[config.mk]
export PLATFORM = sky130hd
export DESIGN_NAME = fifo_wr_ptr_full_ctrl
export DESIGN_NICKNAME = d
export VERILOG_FILES = /design/src/rtl/fifo_wr_ptr_full_ctrl.sv
export SDC_FILE = /design/constraint.sdc
export NUM_CORES = 1
export LEC_CHECK = 0
export BUFFER_PORTS_ARGS = -buffer_cell sky130_fd_sc_hd__buf_2
export CAP_MARGIN = 25
export CELL_PAD_IN_SITES_DETAIL_PLACEMENT = 2
export CELL_PAD_IN_SITES_GLOBAL_PLACEMENT = 2
export CORE_ASPECT_RATIO = 1.1
export CORE_MARGIN = 1
export CORE_UTILIZATION = 38
export CTS_BUF_LIST = sky130_fd_sc_hd__clkbuf_8
export CTS_CLUSTER_SIZE = 14
export DETAILED_ROUTE_END_ITERATION = 8
export GPL_TIMING_DRIVEN = 0
export MAX_ROUTING_LAYER = met4
export PLACE_DENSITY = 0.81
export RECOVER_POWER = 100
export SYNTH_ARGS = -nofsm -noshare
export SYNTH_HDL_FRONTEND = slang
export SYNTH_SLANG_ARGS = --single-unit
[constraint.sdc]
create_clock -name wr_clk -period 7.6 [get_ports wr_clk]
set_input_delay 1.52 -clock wr_clk [delete_from_list [all_inputs] [get_ports wr_clk]]
set_output_delay 1.52 -clock wr_clk [all_outputs]
set_load 0.03 [all_outputs]
[src/rtl/fifo_wr_ptr_full_ctrl.sv]
// Write-side pointer / full-flag controller for the async FIFO.
// Optional overflow event counter port ovf_count is enabled by `define FIFO_WR_OVFL_CNT_EN.
module fifo_wr_ptr_full_ctrl #(
  parameter int FIFO_DEPTH  = 16,
  parameter int ADDR_WIDTH  = $clog2(FIFO_DEPTH),
  parameter int PTR_WIDTH   = ADDR_WIDTH + 1,
  parameter int AFULL_LEVEL = FIFO_DEPTH - 2
) (
  input  logic                  wr_clk,
  input  logic                  wr_rst,
  input  logic                  wr_en,
  input  logic [PTR_WIDTH-1:0]  rd_ptr_gray,
  output logic                  wr_mem_en,
  output logic [ADDR_WIDTH-1:0] wr_addr,
  output logic [PTR_WIDTH-1:0]  wr_ptr_bin,
  output logic [PTR_WIDTH-1:0]  wr_ptr_gray,
  output logic                  full,
  output logic                  almost_full,
  output logic [PTR_WIDTH-1:0]  wr_level,
  output logic                  overflow
`ifdef FIFO_WR_OVFL_CNT_EN
  ,
  output logic [15:0]           ovf_count
`endif
);

  function automatic logic [PTR_WIDTH-1:0] gray2bin(input logic [PTR_WIDTH-1:0] g);
    logic [PTR_WIDTH-1:0] b;
    b[PTR_WIDTH-1] = g[PTR_WIDTH-1];
    for (int i = PTR_WIDTH - 2; i >= 0; i--) begin
      b[i] = b[i+1] ^ g[i];
    end
    return b;
  endfunction

  function automatic logic [PTR_WIDTH-1:0] bin2gray(input logic [PTR_WIDTH-1:0] b);
    return b ^ {1'b0, b[PTR_WIDTH-1:1]};
  endfunction

  logic [PTR_WIDTH-1:0] wr_ptr_bin_q, wr_ptr_bin_d;
  logic [PTR_WIDTH-1:0] wr_ptr_gray_q, wr_ptr_gray_d;
  logic [PTR_WIDTH-1:0] rq1_q, rq2_q;
  logic [PTR_WIDTH-1:0] wr_level_q, wr_level_d;
  logic                 full_q, full_d;
  logic                 afull_q, afull_d;
  logic                 overflow_q, overflow_d;
  logic                 accept_s;
  logic                 ovf_evt_s;
  logic [PTR_WIDTH-1:0] rd_bin_sync_s;
  logic [PTR_WIDTH-1:0] full_cmp_s;

  // Next-state: the write is judged against the registered full flag only.
  always_comb begin
    accept_s      = wr_en & ~full_q;
    ovf_evt_s     = wr_en & full_q;
    wr_ptr_bin_d  = wr_ptr_bin_q + PTR_WIDTH'(accept_s);
    wr_ptr_gray_d = bin2gray(wr_ptr_bin_d);
    rd_bin_sync_s = gray2bin(rq2_q);
    // Full when write Gray equals read Gray with the two top bits inverted.
    full_cmp_s    = {~rq2_q[PTR_WIDTH-1:PTR_WIDTH-2], rq2_q[PTR_WIDTH-3:0]};
    full_d        = (wr_ptr_gray_d == full_cmp_s);
    wr_level_d    = wr_ptr_bin_d - rd_bin_sync_s;
    afull_d       = (wr_level_d >= PTR_WIDTH'(AFULL_LEVEL));
    overflow_d    = overflow_q | ovf_evt_s;
  end

  // Pointer, read-pointer synchroniser and flag registers; wr_rst release is expected wr_clk-synchronous.
  always_ff @(posedge wr_clk or posedge wr_rst) begin
    if (wr_rst) begin
      wr_ptr_bin_q  <= {PTR_WIDTH{1'b0}};
      wr_ptr_gray_q <= {PTR_WIDTH{1'b0}};
      rq1_q         <= {PTR_WIDTH{1'b0}};
      rq2_q         <= {PTR_WIDTH{1'b0}};
      wr_level_q    <= {PTR_WIDTH{1'b0}};
      full_q        <= 1'b0;
      afull_q       <= 1'b0;
      overflow_q    <= 1'b0;
    end else begin
      wr_ptr_bin_q  <= wr_ptr_bin_d;
      wr_ptr_gray_q <= wr_ptr_gray_d;
      rq1_q         <= rd_ptr_gray;
      rq2_q         <= rq1_q;
      wr_level_q    <= wr_level_d;
      full_q        <= full_d;
      afull_q       <= afull_d;
      overflow_q    <= overflow_d;
    end
  end

`ifdef FIFO_WR_OVFL_CNT_EN
  logic [15:0] ovf_count_q;

  // Saturating count of dropped write attempts.
  always_ff @(posedge wr_clk or posedge wr_rst) begin
    if (wr_rst) begin
      ovf_count_q <= 16'h0000;
    end else if (ovf_evt_s && (ovf_count_q != 16'hFFFF)) begin
      ovf_count_q <= ovf_count_q + 16'h0001;
    end else begin
      ovf_count_q <= ovf_count_q;
    end
  end

  assign ovf_count = ovf_count_q;
`endif

  assign wr_mem_en   = accept_s;
  assign wr_addr     = wr_ptr_bin_q[ADDR_WIDTH-1:0];
  assign wr_ptr_bin  = wr_ptr_bin_q;
  assign wr_ptr_gray = wr_ptr_gray_q;
  assign full        = full_q;
  assign almost_full = afull_q;
  assign wr_level    = wr_level_q;
  assign overflow    = overflow_q;

endmodule

Word level (Yosys, flattened, before mapping)
Cells that the tools add are included.
Widths: inputs -> output; s select.
{"block": "classes", "n_addsub": 2, "n_lt_le_gt_ge": 1, "n_eq_ne": 1, "n_bitwise": 10}
{"operator": "$add 5x1->5", "count": 1}
{"operator": "$eq 5x5->1", "count": 1}
{"operator": "$ge 5x4->1 const B", "count": 1}
{"operator": "$sub 5x5->5", "count": 1}
{"operator": "$xor 5x4->5", "count": 1}
{"operator": "$xor 1x1->1", "count": 4}
{"operator": "$and 1x1->1", "count": 2}
{"operator": "$not 2->2", "count": 1}
{"operator": "$not 1->1", "count": 1}
{"operator": "$or 1x1->1", "count": 1}
{"block": "word_totals", "register_bits": 28, "output_inout_bits": 23}

Longest topological paths before layout
{"block": "logic_depth", "word_depth": 6, "ltp_mapped": 11, "ltp_nobuf": 11}

Least setup slack after synthesis
Ideal clock, no wire load.
{"block": "synth_timing", "path_kind": "input port to flip-flop", "start": "input port wr_en", "end": "register afull_q (netlist: almost_full)", "setup_ns": 0.120, "arrival_time_ns": 3.797, "t_required_ns": 7.480, "setup_slack_ns": 3.683, "cell_stages": 10, "path_buffers": 0, "cell_sequence": "nor2b_1 > ha_1 > nand2_1 > xor2_1 > inv_1 > ha_1 > a21o_1 > a21oi_1 > xnor2_1 > a31o_2"}
{"block": "synth_via", "elab_chain_cells": 4}
{"element": "start, declared", "line_no": "11", "source": "input logic wr_en,"}
{"element": "$and 1x1->1", "line_no": "54", "source": "accept_s = wr_en & ~full_q;"}
{"element": "$add 5x1->5", "line_no": "56", "source": "wr_ptr_bin_d = wr_ptr_bin_q + PTR_WIDTH'(accept_s);"}
{"element": "via wr_ptr_bin_d[2]", "line_no": "40", "source": "logic [PTR_WIDTH-1:0] wr_ptr_bin_q, wr_ptr_bin_d;"}
{"element": "$sub 5x5->5", "line_no": "62", "source": "wr_level_d = wr_ptr_bin_d - rd_bin_sync_s;"}
{"element": "via wr_level_d[4]", "line_no": "43", "source": "logic [PTR_WIDTH-1:0] wr_level_q, wr_level_d;"}
{"element": "$ge 5x4->1", "line_no": "63", "source": "afull_d = (wr_level_d >= PTR_WIDTH'(AFULL_LEVEL));"}
{"element": "via afull_d", "line_no": "45", "source": "logic afull_q, afull_d;"}
{"element": "end signal, assigned", "line_no": "85", "source": "afull_q <= afull_d;"}
{"element": "end, declared", "line_no": "45"}
The timed path passes the listed nets, and every way through them passes these cells.

Final worst setup path
Same ends and word-level chain as after synthesis.

==> flow_summary.ini <==
[drt]
dr.pass1.iters = 3
met3_length_um = 113
wirelength_um = 2620
viasPerCell = 4.84
vias = 803
routed_wire_length_per_instance_um = 15.8
drc = 0
drtIter0Drc = 8
wl_met1_um = 1050
topRoutingLayerUsed = met4
ant_nets = 0
wl_met2_um = 1420

[cts]
cts_buffers = 3
cts_resized = 0
post-cts-setup-buffer-count = 0
cts_buffer_depth = 2
tritoncts = done
cts_sinks = 27
cts_root_buf = clkbuf_8
clk_latency_ns = 0.28
cts.reportedPaths.clkPinSlew_ns = 0.09
hold_buffers = 0
h-tree-depth = 1

[worst_setup_path]
critPathMaxFanout = 7
crit_type = in -> reg
worst-endpoint-required_ns = 7.77
cp_data_arrival_time_ns = 4.16
critPathLaunchType = primary input
endpoint_kind = flop

[timing]
setup_viol = 0
rsz0062_at_grt = no
finalCritPeriodShare_pct = 52.5
hold_violations = 0
fin_tns_setup_ns = 0
layout_setup_ws_ns = 3.61
finalCriticalPeriod_ns = 3.99
finalClockSkew_ns = 0.00349
tightest_slew_ns = 1.16
slew_headroom_pct = 22.4
fmax_mhz = 251
hold_ws_ns = 0.362
maxSlewViolCount = 0

[global_route]
grt-ovfl-total = 0
grt_pass1_vias = 864
grt_first_pass_wirelength_um = 4130
grt_max_degree = 28
grt.total_usage_pct = 16.9
antenna_found_initial = 0

[synth]
synth_ff_type = dfrtp_1
ys_top_cells_by_area = dfrtp_1, xnor2_1, ha_1, buf_4, xor2_1
synth_edf_count = 0
synthArstFlopShare_pct = 100
synth_top_area_share_pct = 54.2
syn_nets = 112
ys_types = 26
synthTopCellsByCount = dfrtp_1, xnor2_1, inv_1
ys_ff_latch = 27
yosysMostFrequentCell = dfrtp_1
ys_seq_area_share_pct = 54.2
synth_top_cell_by_area = dfrtp_1
syn_area_um2 = 1250
avgSynthCellArea_um2 = 12.9
synthCells = 97
yosys_warnings = 0

[floorplanning]
start_util_pct = 40.6
io_pins = 31
fp.dieH_um = 62.1
die-area_um2 = 3520
die_x_um = 56.6
fp-row-count = 21
core_um2 = 3070

[flow_run]
maxCapViolCount = 0

[placement]
io_buffers = 30
finalWeightedCongestion = 0.763
pre_cts_ws_ns = 3.54
dpl.hpwl_um = 1970

[finish]
drive_gt1_share_pct = 15.2
antenna-diode-count = 0
num-nets-final = 148
area_growth_syn_to_layout_pct = 14.3

[outcome]
outcome = finished, final reports clean

[min_path]
hold_path_class = reg -> reg
## through the flow
step | cells | util [%] | cell area, um^2
CTS | 165 | 48.4 | 1490
global route | 166 | 46.4 | 1430
detailed placement | 161 | 46.8 | 1440
floorplan | 97 | - | 1250
finish | 166 | 46.4 | 1430
global placement | 161 | 46.8 | 1440
## cells in the final DEF, fill, tap and decap left out
| cell type | instances |
|---|---|
| o211ai_1 | 2 |
| or3_1 | 1 |
| nor3_1 | 1 |
| nand3_1 | 2 |
| nand2b_1 | 1 |
| a31o_2 | 1 |
| a21o_1 | 3 |
| xnor3_1 | 1 |
| nand2_1 | 2 |
| nand4_1 | 1 |
| dfrtp_1 | 27 |
| clkbuf_2 | 1 |
| o21ai_0 | 1 |
| ha_1 | 6 |
| clkinv_2 | 1 |
| clkbuf_8 | 3 |
| xnor2_1 | 16 |
| buf_4 | 5 |
| a21oi_1 | 4 |
| clkbuf_1 | 25 |
| buf_6 | 1 |
| nand3b_1 | 1 |
| buf_2 | 8 |
| xor2_1 | 6 |
| fa_1 | 1 |
| inv_1 | 10 |
| nor2b_1 | 1 |
## cell families (layout without fill, tap and decap cells)
group / count (synthesis) / after routing / synth area share [%]
AOI/OAI and AO/OA: 11 / 11 / 5.72
xor gates and xnor gates: 23 / 23 / 19.4
adders and majority gates: 7 / 7 / 7.62
buffers and inverters: 19 / 54 / 8.32
DFF: 27 / 27 / 54.2
and+or+nand+nor: 10 / 10 / 4.82
## sequential cells by signal, indices dropped and copies added (netlist names)
signal       cells
wr_level         5
rq1_q            5
full             1
wr_ptr_bin       5
almost_full      1
rq2_q            5
overflow         1
wr_ptr_gray      4
## critical path, cell delays in order
cell,delay [ns]
buf_2,0.09
nor2b_1,0.25
ha_1,0.22
clkbuf_1,0.32
xor2_1,0.44
inv_1,0.13
fa_1,0.48
inv_1,0.09
a21o_1,0.13
a21oi_1,0.08
xnor2_1,0.17
a31o_2,0.24
## final timing paths
| kind | start | to | cells after the start | slack [ns] |
|---|---|---|---|---|
| worst max-delay path | wr_en | almost_full | 12 | 3.61 |
| worst min-delay path | rq1_q[0] | rq2_q[0] | 0 | 0.36 |
| worst max register to register | full | almost_full | 11 | 4.55 |
| worst min register to register | rq1_q[0] | rq2_q[0] | 0 | 0.36 |
| max in group asynchronous | wr_rst | wr_ptr_gray[1] | 3 | 5.13 |
| min in group asynchronous | wr_rst | rq2_q[2] | 2 | 1.14 |
## metal layers
layer  track usage [%]  vias to the layer above
met2              33.4                       25
met5                 -                        -
li1                  -                      372
met3              3.31                        5
met1              17.1                      401
met4              5.23                        0
## layout make-up
| type | instances | area (um^2) |
|---|---|---|
| multi-input cells | 51 | 437 |
| repair buffers | 31 | 125 |
| flip-flops and latches | 27 | 676 |
| plain buffers | 9 | 62.6 |
| inverters | 10 | 37.5 |
| well taps | 34 | 42.5 |
| fillers | 342 | 1650 |
| clock inverters | 1 | 5.00 |
| clock buffers | 3 | 41.3 |
Power is left out: the tool's default activity adds up to more than one toggle a clock period on the data nets, which glitch-free logic cannot reach.
